===== src/rtl/step_pulse_ctrl.sv =====
// Step/run clock-enable front end: syncs and debounces the step key and
// emits single-cycle StepEn pulses per press or periodically in run mode.
module step_pulse_ctrl #(
   parameter int SYNC_STAGES  = 2,
   parameter int DEBOUNCE_CYC = 1_000_000,
   parameter int RUN_DIV      = 25_000_000
) (
   input  logic       Clk,
   input  logic       Reset,
   input  logic       KeyN,
   input  logic       RunMode,
   input  logic       Halt,
   output logic       StepEn,
   output logic       KeyClean,
   output logic [1:0] StateOut
);

   localparam int CW = $clog2(DEBOUNCE_CYC + 1);
   localparam int DW = $clog2(RUN_DIV);

   typedef enum logic [1:0] {
      IDLE   = 2'd0,
      HELD   = 2'd1,
      RUN    = 2'd2,
      HALTED = 2'd3
   } state_t;

   logic [SYNC_STAGES-1:0] sync_q;
   logic                   s_pressed;
   logic [CW-1:0]          deb_cnt_q, deb_cnt_d;
   logic                   clean_q, clean_d;
   logic                   clean_prev_q;
   logic                   press;
   logic [DW-1:0]          div_q, div_d;
   logic                   step_q, step_d;
   state_t                 state_q, state_d;

   // Sync chain idles at 1 (key released)
   always_ff @(posedge Clk) begin
      if (Reset) begin
         sync_q <= '1;
      end else begin
         sync_q <= {sync_q[SYNC_STAGES-2:0], KeyN};
      end
   end

   assign s_pressed = ~sync_q[SYNC_STAGES-1];

   always_comb begin
      deb_cnt_d = deb_cnt_q;
      clean_d   = clean_q;
      if (s_pressed == clean_q) begin
         deb_cnt_d = '0;
      end else if (deb_cnt_q == CW'(DEBOUNCE_CYC)) begin
         clean_d   = s_pressed;
         deb_cnt_d = '0;
      end else begin
         deb_cnt_d = deb_cnt_q + CW'(1);
      end
   end

   assign press = clean_q & ~clean_prev_q;

   always_comb begin
      state_d = state_q;
      div_d   = div_q;
      step_d  = 1'b0;
      unique case (state_q)
         IDLE: begin
            if (Halt) begin
               state_d = HALTED;
            end else if (RunMode) begin
               state_d = RUN;
               div_d   = '0;
            end else if (press) begin
               step_d  = 1'b1;
               state_d = HELD;
            end
         end
         HELD: begin
            if (Halt) begin
               state_d = HALTED;
            end else if (!clean_q) begin
               state_d = IDLE;
            end
         end
         RUN: begin
            if (Halt) begin
               state_d = HALTED;
            end else if (!RunMode) begin
               state_d = IDLE;
               div_d   = '0;
            end else if (div_q == DW'(RUN_DIV - 1)) begin
               div_d  = '0;
               step_d = 1'b1;
            end else begin
               div_d = div_q + DW'(1);
            end
         end
         HALTED: begin
            if (!Halt) begin
               state_d = IDLE;
            end
         end
         default: state_d = IDLE;
      endcase
   end

   always_ff @(posedge Clk) begin
      if (Reset) begin
         deb_cnt_q    <= '0;
         clean_q      <= 1'b0;
         clean_prev_q <= 1'b0;
         div_q        <= '0;
         step_q       <= 1'b0;
         state_q      <= IDLE;
      end else begin
         deb_cnt_q    <= deb_cnt_d;
         clean_q      <= clean_d;
         clean_prev_q <= clean_q;
         div_q        <= div_d;
         step_q       <= step_d;
         state_q      <= state_d;
      end
   end

   assign StepEn   = step_q;
   assign KeyClean = clean_q;
   assign StateOut = state_q;

endmodule


===== config.mk =====
export PLATFORM = sky130hd
export DESIGN_NAME = step_pulse_ctrl
export DESIGN_NICKNAME = d
export VERILOG_FILES = /design/src/rtl/step_pulse_ctrl.sv
export SDC_FILE = /design/constraint.sdc
export NUM_CORES = 1
export LEC_CHECK = 0
export ABC_CLOCK_PERIOD_IN_PS = 2000
export BUFFER_PORTS_ARGS = -buffer_cell sky130_fd_sc_hd__buf_2
export CAP_MARGIN = 20
export CELL_PAD_IN_SITES_DETAIL_PLACEMENT = 2
export CELL_PAD_IN_SITES_GLOBAL_PLACEMENT = 2
export CORE_MARGIN = 3
export CORE_UTILIZATION = 38
export DETAILED_ROUTE_END_ITERATION = 7
export GPL_TIMING_DRIVEN = 1
export MAX_ROUTING_LAYER = met4
export PLACE_DENSITY_LB_ADDON = 0.25
export SKIP_LAST_GASP = 1
export SLEW_MARGIN = 25
export SYNTH_ARGS = -nofsm -noshare
export SYNTH_HDL_FRONTEND = slang
export SYNTH_SLANG_ARGS = --single-unit

===== constraint.sdc =====
create_clock -name Clk -period 2 [get_ports Clk]
set_input_delay 0.2 -clock Clk [delete_from_list [all_inputs] [get_ports Clk]]
set_output_delay 0.2 -clock Clk [all_outputs]
set_load 0.005 [all_outputs]

Word-level counts from Yosys, hierarchy flattened
Index checks and enable logic that the tools add are counted.

ROM bits: 0. Memories kept: 0. Output and inout port bits: 4. Bits in registers: 52. Bits in latches: 0. Bits of input ports: 5. Memory bits (writable): 0.

Reductions and logical operators: 6. Shift operators: 0. Magnitude comparators: 0. Div/mod/pow operators: 0. $mul: 0. Bitwise logic cells: 4. Multiplexer cells: 22. Equal/unequal tests: 13. $add $sub $neg: 2.

Operators with widths (number): 25-bit two-way mux (5); 25-bit one-hot mux with 2 select lines (1); 25-bit by 1-bit adder with 25-bit output (second input constant) (1); 25-bit == test (second input constant) (1); 20-bit by 1-bit adder with 20-bit output (second input constant) (1); 20-bit == test (second input constant) (1); 2-bit two-way mux (8); 2-bit != test (second input constant) (4); 2-bit one-hot mux with 4 select lines (1); 4-bit AND reduction (2); 1-bit two-way mux (6); 3-bit != test (second input constant) (2); 2-bit == test (second input constant) (2); 4-bit != test (second input constant) (1); 1-bit NOT (3); 3-bit OR reduction (1); 2-bit by 1-bit == test with 1-bit output (second input constant) (1); 2-bit zero test (1); 1-bit one-hot mux with 2 select lines (1); 2-bit AND reduction (1); 2-bit nonzero test (1); 1-bit bitwise AND (1); 1-bit == test (1).

Longest topological paths before layout
Gate-level depths: netlist (run 1).

Depth in word-level cells: 6. Depth in mapped cells: 8. Gate-level depth less buffers: 7.

Worst setup path after synthesis (run 1)
No wires, ideal clock.

Path kind: register to register. Start point: register state_q[0] (netlist: StateOut[0]). End point: register div_q[5]. Arrival: 1.853 ns. Library setup time: 0.074 ns. Data required time: 1.926 ns. Cell stages (with the launch flop): 8. Path slack: 0.073 ns. Path buffers: 1. Cell sequence: dfxtp_1 inv_1 ha_1 mux2i_2 or2_1 buf_6 or4_1 a31oi_1.

Word-level cells in the longest chain between the ends: 3. Elaborated cells between the ends (all ways): 8. Those cells by class: eq/ne: 4; mux: 1; reduce/logical: 3.

RTL lines: start: declaration (RTL line 36) `state_t state_q, state_d;`; start signal: assignment (RTL line 123) `state_q <= state_d;`; 2-bit == test or 2-bit zero test (tied branches) (RTL line 68) `unique case (state_q)`; 2-bit != test (no line) or 2-bit nonzero test (tied branches); 4-bit AND reduction (no line); end signal: assignment (RTL line 121) `div_q <= div_d;`; end: declaration (RTL line 34) `logic [DW-1:0] div_q, div_d;`.

Several ways; a longest one is shown, not always the timed one. A chain may end at the register's enable or synchronous reset.

Worst setup path after layout (run 1)
Start point: register state_q[1] (netlist: StateOut[1]). End point: register div_q[4].

The elaborated chain is that of the path after synthesis.

==> results.cfg, run 1 <==
[floorplan]
die_h_um = 86.8
placementRows = 28
initial_core_util_pct = 40.5
io-pin-count = 9
fp.dieW_um = 86.8
die_area_um2 = 7540
floorplan.core_area_um2 = 6130

[setup_path]
worst_setup_path_start_kind = register
setup.reg_to_reg.worst_slack_ns = 0.12
crit_required_ns = 2.24
highest_fanout_seen_on_the_critical_path = 6
critPathArrivalTime_ns = 2.11
regToRegStartpoint = StateOut[1]$_SDFFE_PP0P_
reg2reg_depth = 6
path_class = register to register
r2r_end = div_q[4]$_SDFFE_PP0P_
cp-end-kind = register

[sta]
unrepaired_setup_endpoints_after_global_routing = no
slew_headroom_pct = 61.1
hold_violations = 0
totalNegativeSetupSlack_ns = 0
worstMarginPinSlew_ns = 0.578
fin_skew_ns = 0.00717
min_tclk_post_route_ns = 1.88
timing.final.setup_violations = 0
finalHoldWorstSlack_ns = 0.0786
period_share_pct = 93.8
max_freq_ghz = 0.533
finalMaxSlewViolations = 0

[global_routing]
overflow = 0
grt_pass1_vias = 2260
antenna_found_initial = 0
grt_pass1_wl_um = 10900
grt_start_max_net_pins = 21
track_usage_pct = 18.5

[job]
maxCapViolations = 0

[cells_and_area]
fin_util_pct = 45.7
areaGrowthSynthToFinish_pct = 12.8
fillCellCount = 696
final_nets = 318
final_cell_count_without_fillers = 382
antenna_cells_inserted = 0
post_route_cells_drive_above_1_share_pct = 12.1

[synth]
synth_edf_count = 0
ys_top_cells_by_area = dfxtp_1 (42%), xor2_1 (8.8%), nor2_1 (7.4%)
synth_cell_types = 44
netlist_instances = 287
syn-cell-area_um2 = 2480
synthesis.nets = 299
synth-async-reset-ratio_pct = 0
ys_seq_elements = 52
count_leader_synth = dfxtp_1
synth-main-ff-cell = dfxtp_1
synth_sequential_area_ratio_pct = 41.9
synthesis.area_per_instance_um2 = 8.65
netlist.area_leader.share_pct = 41.9
yosysWarningCount = 0
post-synth-top-area-cell = dfxtp_1
ys_top_cells_by_count = dfxtp_1 (52), nor2_1 (49), xor2_1 (25)

[drt]
detailedRoute.firstIterationViolations = 51
wirelength_um = 6200
routed_wire_length_per_instance_um = 16.2
drt_pass1_iterations = 4
drt_drc_violations_left = 0
ant_nets = 0
vias = 2074
viasPerCell = 5.43

[hold_path]
hold_end = sync_q[0]$_SDFF_PP1_
min_path_type = input pin to register
worst_hold_startpoint = KeyN
hold-path-cell-count = 2

[power_and_ir_drop]
power.combinational.fraction_pct = 8.2
irDropWorstVdd_uv = 384
share_seq_of_total_power_pct = 54.1
p_sw_mw = 0.461
cell_internal_pwr_mw = 1.48
power.static_leakage_nw = 0.946
switching_share_pct = 23.7
cellPowerDensity_nw_per_um2 = 694
fin_total_pwr_mw = 1.94
clockPowerShare_pct = 37.7

[clock_network]
cts_setup_buffers = 0
cts.sink_count = 52
tritoncts = done
ctsHtreeMaxLevel = 2
clock_root_buffer = clkbuf_8
clock_latency_ns = 0.30
cts_made_buffers = 5
cts_hold_buf = 0
cts.clk_slew.worst_paths_ns = 0.10
max_root_sink_buffers = 2

[placed_design]
post-dp-hpwl_um = 4480
place.detailed.instances = 374
gp_routability_congestion = 0.770
port_buffers = 8

[run_status]
outcome = complete, no violations
==> what timing repair did <==
item	CTS	global route
pin swaps	0	0
resized for setup	1	2
endpoints found under the setup margin	2	12
==> sequential cells by signal, summed over array words and instances, names as in the netlist <==
signal        count
div_q            25
sync_q            2
KeyClean          1
deb_cnt_q        20
StateOut          2
StepEn            1
clean_prev_q      1
==> per-layer routing <==
metal | routed length, um | vias to the layer above | track usage, %
met5 | 0 | - | -
met1 | 2890 | 1036 | 23.1
met2 | 3200 | 9 | 32.0
met3 | 77 | 5 | 2.57
li1 | - | 1024 | -
met4 | 36 | 0 | 3.40
==> layout make-up <==
type / count / area, um^2 / share of cell area (%)
Inverter: 10 / 37.5 / 1.34
Sequential cell: 52 / 1040 / 37.2
Multi-Input combinational cell: 219 / 1370 / 49.1
Tap cell: 75 / 93.8 / 3.35
Timing Repair Buffer: 18 / 140 / 5.01
Clock inverter: 3 / 42.5 / 1.52
Clock buffer: 5 / 68.8 / 2.46
==> logic make-up after synthesis <==
kind of cell	count (synthesis)	share of synthesized area, %
buf+inv	16	2.92
compound gates	18	4.99
mux	2	0.958
simple gates	155	32.6
xor+xnor	37	13.1
fa+ha+maj	7	3.53
flops	52	41.9
==> worst max-delay path, stage by stage (launching register included) <==
cell and delay, ns:
dfxtp_2 0.37, inv_1 0.07, ha_2 0.20, mux2i_2 0.20, or2_4 0.29, or4_1 0.50, a21oi_1 0.17
==> worst max path at each step <==
stage | from | to | cells past startpoint
after global routing | StateOut[0]$_SDFFE_PP0P_ | StateOut[1]$_SDFFE_PP0P_ | 7
final | StateOut[1]$_SDFFE_PP0P_ | div_q[4]$_SDFFE_PP0P_ | 6
after floorplan | StateOut[0]$_SDFFE_PP0P_ | div_q[5]$_SDFFE_PP0P_ | 7
after detailed placement | StateOut[1]$_SDFFE_PP0P_ | div_q[4]$_SDFFE_PP0P_ | 6
after CTS | StateOut[1]$_SDFFE_PP0P_ | div_q[4]$_SDFFE_PP0P_ | 6
after global placement | StateOut[1]$_SDFFE_PP0P_ | div_q[4]$_SDFFE_PP0P_ | 6
==> power groups by stage <==
stage                     Combinational (mW)  Clock (mW)  Sequential [mW]
after floorplan                       0.0929           0             1.08
after global placement                 0.147           0             1.07
after detailed placement               0.153           0             1.07
after CTS                              0.159       0.758             1.05
after global routing                   0.178       0.802             1.05
final                                  0.159       0.731             1.05
==> metrics by stage <==
stage | area [um^2] | setup slack, ns
6_report | 2800 | 0.123
3_3_place_gp | 2680 | 0.107
2_1_floorplan | 2480 | 0.0725
3_5_place_dp | 2680 | 0.00942
5_1_grt | 2800 | 0.0487
4_1_cts | 2800 | 0.0165
==> cells in the final DEF, fill, tap and decap left out, types with 4 or more instances in the layout <==
master    count
clkbuf_8      5
xor2_1       25
buf_4         8
and4_1        4
ha_1          6
nor3_1        6
and3_1        4
inv_1        10
nor2_1       49
a21oi_1       7
and2_1        4
nand2_1      24
xnor2_1      12
buf_2         8
nand4_1      14
nor4_1        4
nand3_1      21
dfxtp_1      51
Power figures use the tool's default switching activity.
==> run 2: changes to the inputs <==
Settings changed: GPL_TIMING_DRIVEN 1 to default, PLACE_DENSITY_LB_ADDON 0.25 to 0.15.
==> results.cfg, run 2 (synthesis results as in run 1) <==
[run_status]
outcome = complete, no violations

[power_and_ir_drop]
power.static_leakage_nw = 0.947
cellPowerDensity_nw_per_um2 = 657
p_sw_mw = 0.435
share_seq_of_total_power_pct = 57.0
switching_share_pct = 23.7
clockPowerShare_pct = 33.5
cell_internal_pwr_mw = 1.40
power.combinational.fraction_pct = 9.5
irDropWorstVdd_uv = 347

[clock_network]
clock_root_buffer = clkbuf_8
ctsHtreeMaxLevel = 2
tritoncts = done
cts.sink_count = 52
cts_made_buffers = 5
max_root_sink_buffers = 2
clock_latency_ns = 0.30
cts.clk_slew.worst_paths_ns = 0.09

[cells_and_area]
areaGrowthSynthToFinish_pct = 12.8
largest_register_ff_count = 25
mostFrequentLayoutCells = dfxtp_1 (52), nor2_1 (49), xor2_1 (25)
post_route_cells_drive_above_1_share_pct = 11.7
reg.largest.list = div_q (25), deb_cnt_q (20)
antenna_cells_inserted = 0
final_nets = 320
final_cell_count_without_fillers = 384
final_common_cell = dfxtp_1
top_register = div_q

[drt]
maxUsedRoutingLayer = met4
wirelength_um = 6110
routed_wire_length_per_instance_um = 15.9
drt_drc_violations_left = 0
detailedRoute.firstIterationViolations = 69
vias = 2066
ant_nets = 0
drt_pass1_iterations = 4
route.met2.wl_um = 2910
wl_met3_um = 93
viasPerCell = 5.38
met1Wirelength_um = 3040

[placed_design]
post-dp-hpwl_um = 4480
port_buffers = 8
gp_routability_congestion = 0.802
place.detailed.instances = 374

[sta]
totalNegativeSetupSlack_ns = 0
timing.final.setup_violations = 0
fin_skew_ns = 0.00516
slew_headroom_pct = 61.7
min_tclk_post_route_ns = 1.87
hold_violations = 0
worstMarginPinSlew_ns = 0.569
finalMaxSlewViolations = 0
period_share_pct = 93.4
max_freq_ghz = 0.535

[setup_path]
critPathArrivalTime_ns = 2.11
worst_path_max_delay_cell = or4_1
worstPathCellList = inv_1 > ha_2 > mux2i_4 > or2_4 > or4_1 > a31oi_1
max_stage_delay_ns = 0.51
highest_fanout_seen_on_the_critical_path = 5
cp-end-kind = register
crit_required_ns = 2.24
path_class = register to register
worst_setup_path_start_kind = register

[floorplan]
die_area_um2 = 7540
placementRows = 28
floorplan.core_area_um2 = 6130
io-pin-count = 9
initial_core_util_pct = 40.5
die_h_um = 86.8
fp.dieW_um = 86.8

[global_routing]
track_usage_pct = 17.8
grt_pass1_vias = 2121
antenna_found_initial = 0
grt_pass1_wl_um = 10400
overflow = 0
grt_start_max_net_pins = 21

[hold_path]
min_path_type = input pin to register

[job]
maxCapViolations = 0
[run 2: repair_timing]
action                     4_1_cts  5_1_grt
hold buffers                     0        0
buffers inserted                 0        2
setup endpoints to repair        0        3
gates resized for setup          0        3
[run 2: through the flow]
stage	hold slack, ns	total power, mW	util [%]	setup slack, ns	area (um^2)
2_1_floorplan	0.272	1.17	-	0.0725	2480
3_3_place_gp	0.382	1.22	43.7	0.144	2680
3_5_place_dp	0.391	1.23	43.7	0.0642	2680
4_1_cts	0.0665	1.85	45.2	0.0351	2770
5_1_grt	0.0587	1.93	45.7	-0.0196	2800
6_report	0.0749	1.84	45.7	0.132	2800
[run 2: path summary, 6_finish.rpt]
| path | from | end | slack [ns] | cells past startpoint |
|---|---|---|---|---|
| hold / removal | KeyN | sync_q[0]$_SDFF_PP1_ | 0.07 | 2 |
| hold reg to reg | sync_q[0]$_SDFF_PP1_ | sync_q[1]$_SDFF_PP1_ | 0.47 | 1 |
| setup / recovery | StateOut[1]$_SDFFE_PP0P_ | div_q[5]$_SDFFE_PP0P_ | 0.13 | 6 |
| setup reg to reg | StateOut[1]$_SDFFE_PP0P_ | div_q[5]$_SDFFE_PP0P_ | 0.13 | 6 |
[run 2: metal layers]
layer	up-vias	global-route usage, %
li1	1023	-
met1	1027	23.0
met2	11	28.7
met3	5	3.14
met4	0	4.67
met5	-	-
[run 2: final cells by class]
type                            instances  area, um^2
Clock buffer                            8        90.1
Fill cell                             695        3330
Inverter                               10        37.5
Multi-Input combinational cell        219        1380
Sequential cell                        52        1040
Tap cell                               75        93.8
Timing Repair Buffer                   20         155
[run 2: power by group through the flow]
stage          Sequential (mW)  Combinational, mW  Clock, mW
2_1_floorplan             1.08             0.0929          0
3_3_place_gp              1.07              0.151          0
3_5_place_dp              1.07              0.157          0
4_1_cts                   1.05              0.158      0.647
5_1_grt                   1.05              0.193      0.690
6_report                  1.05              0.175      0.616
[run 2: critical path, delay by kind of cell, from the launching register on]
family | cells | cell delay, ns
buffers and inverters | 1 | 0.07
AO/OA/AOI/OAI | 1 | 0.16
adder cells (fa/ha/maj) | 1 | 0.21
multiplexers | 1 | 0.22
flip-flops | 1 | 0.35
AND/OR/NAND/NOR | 2 | 0.80
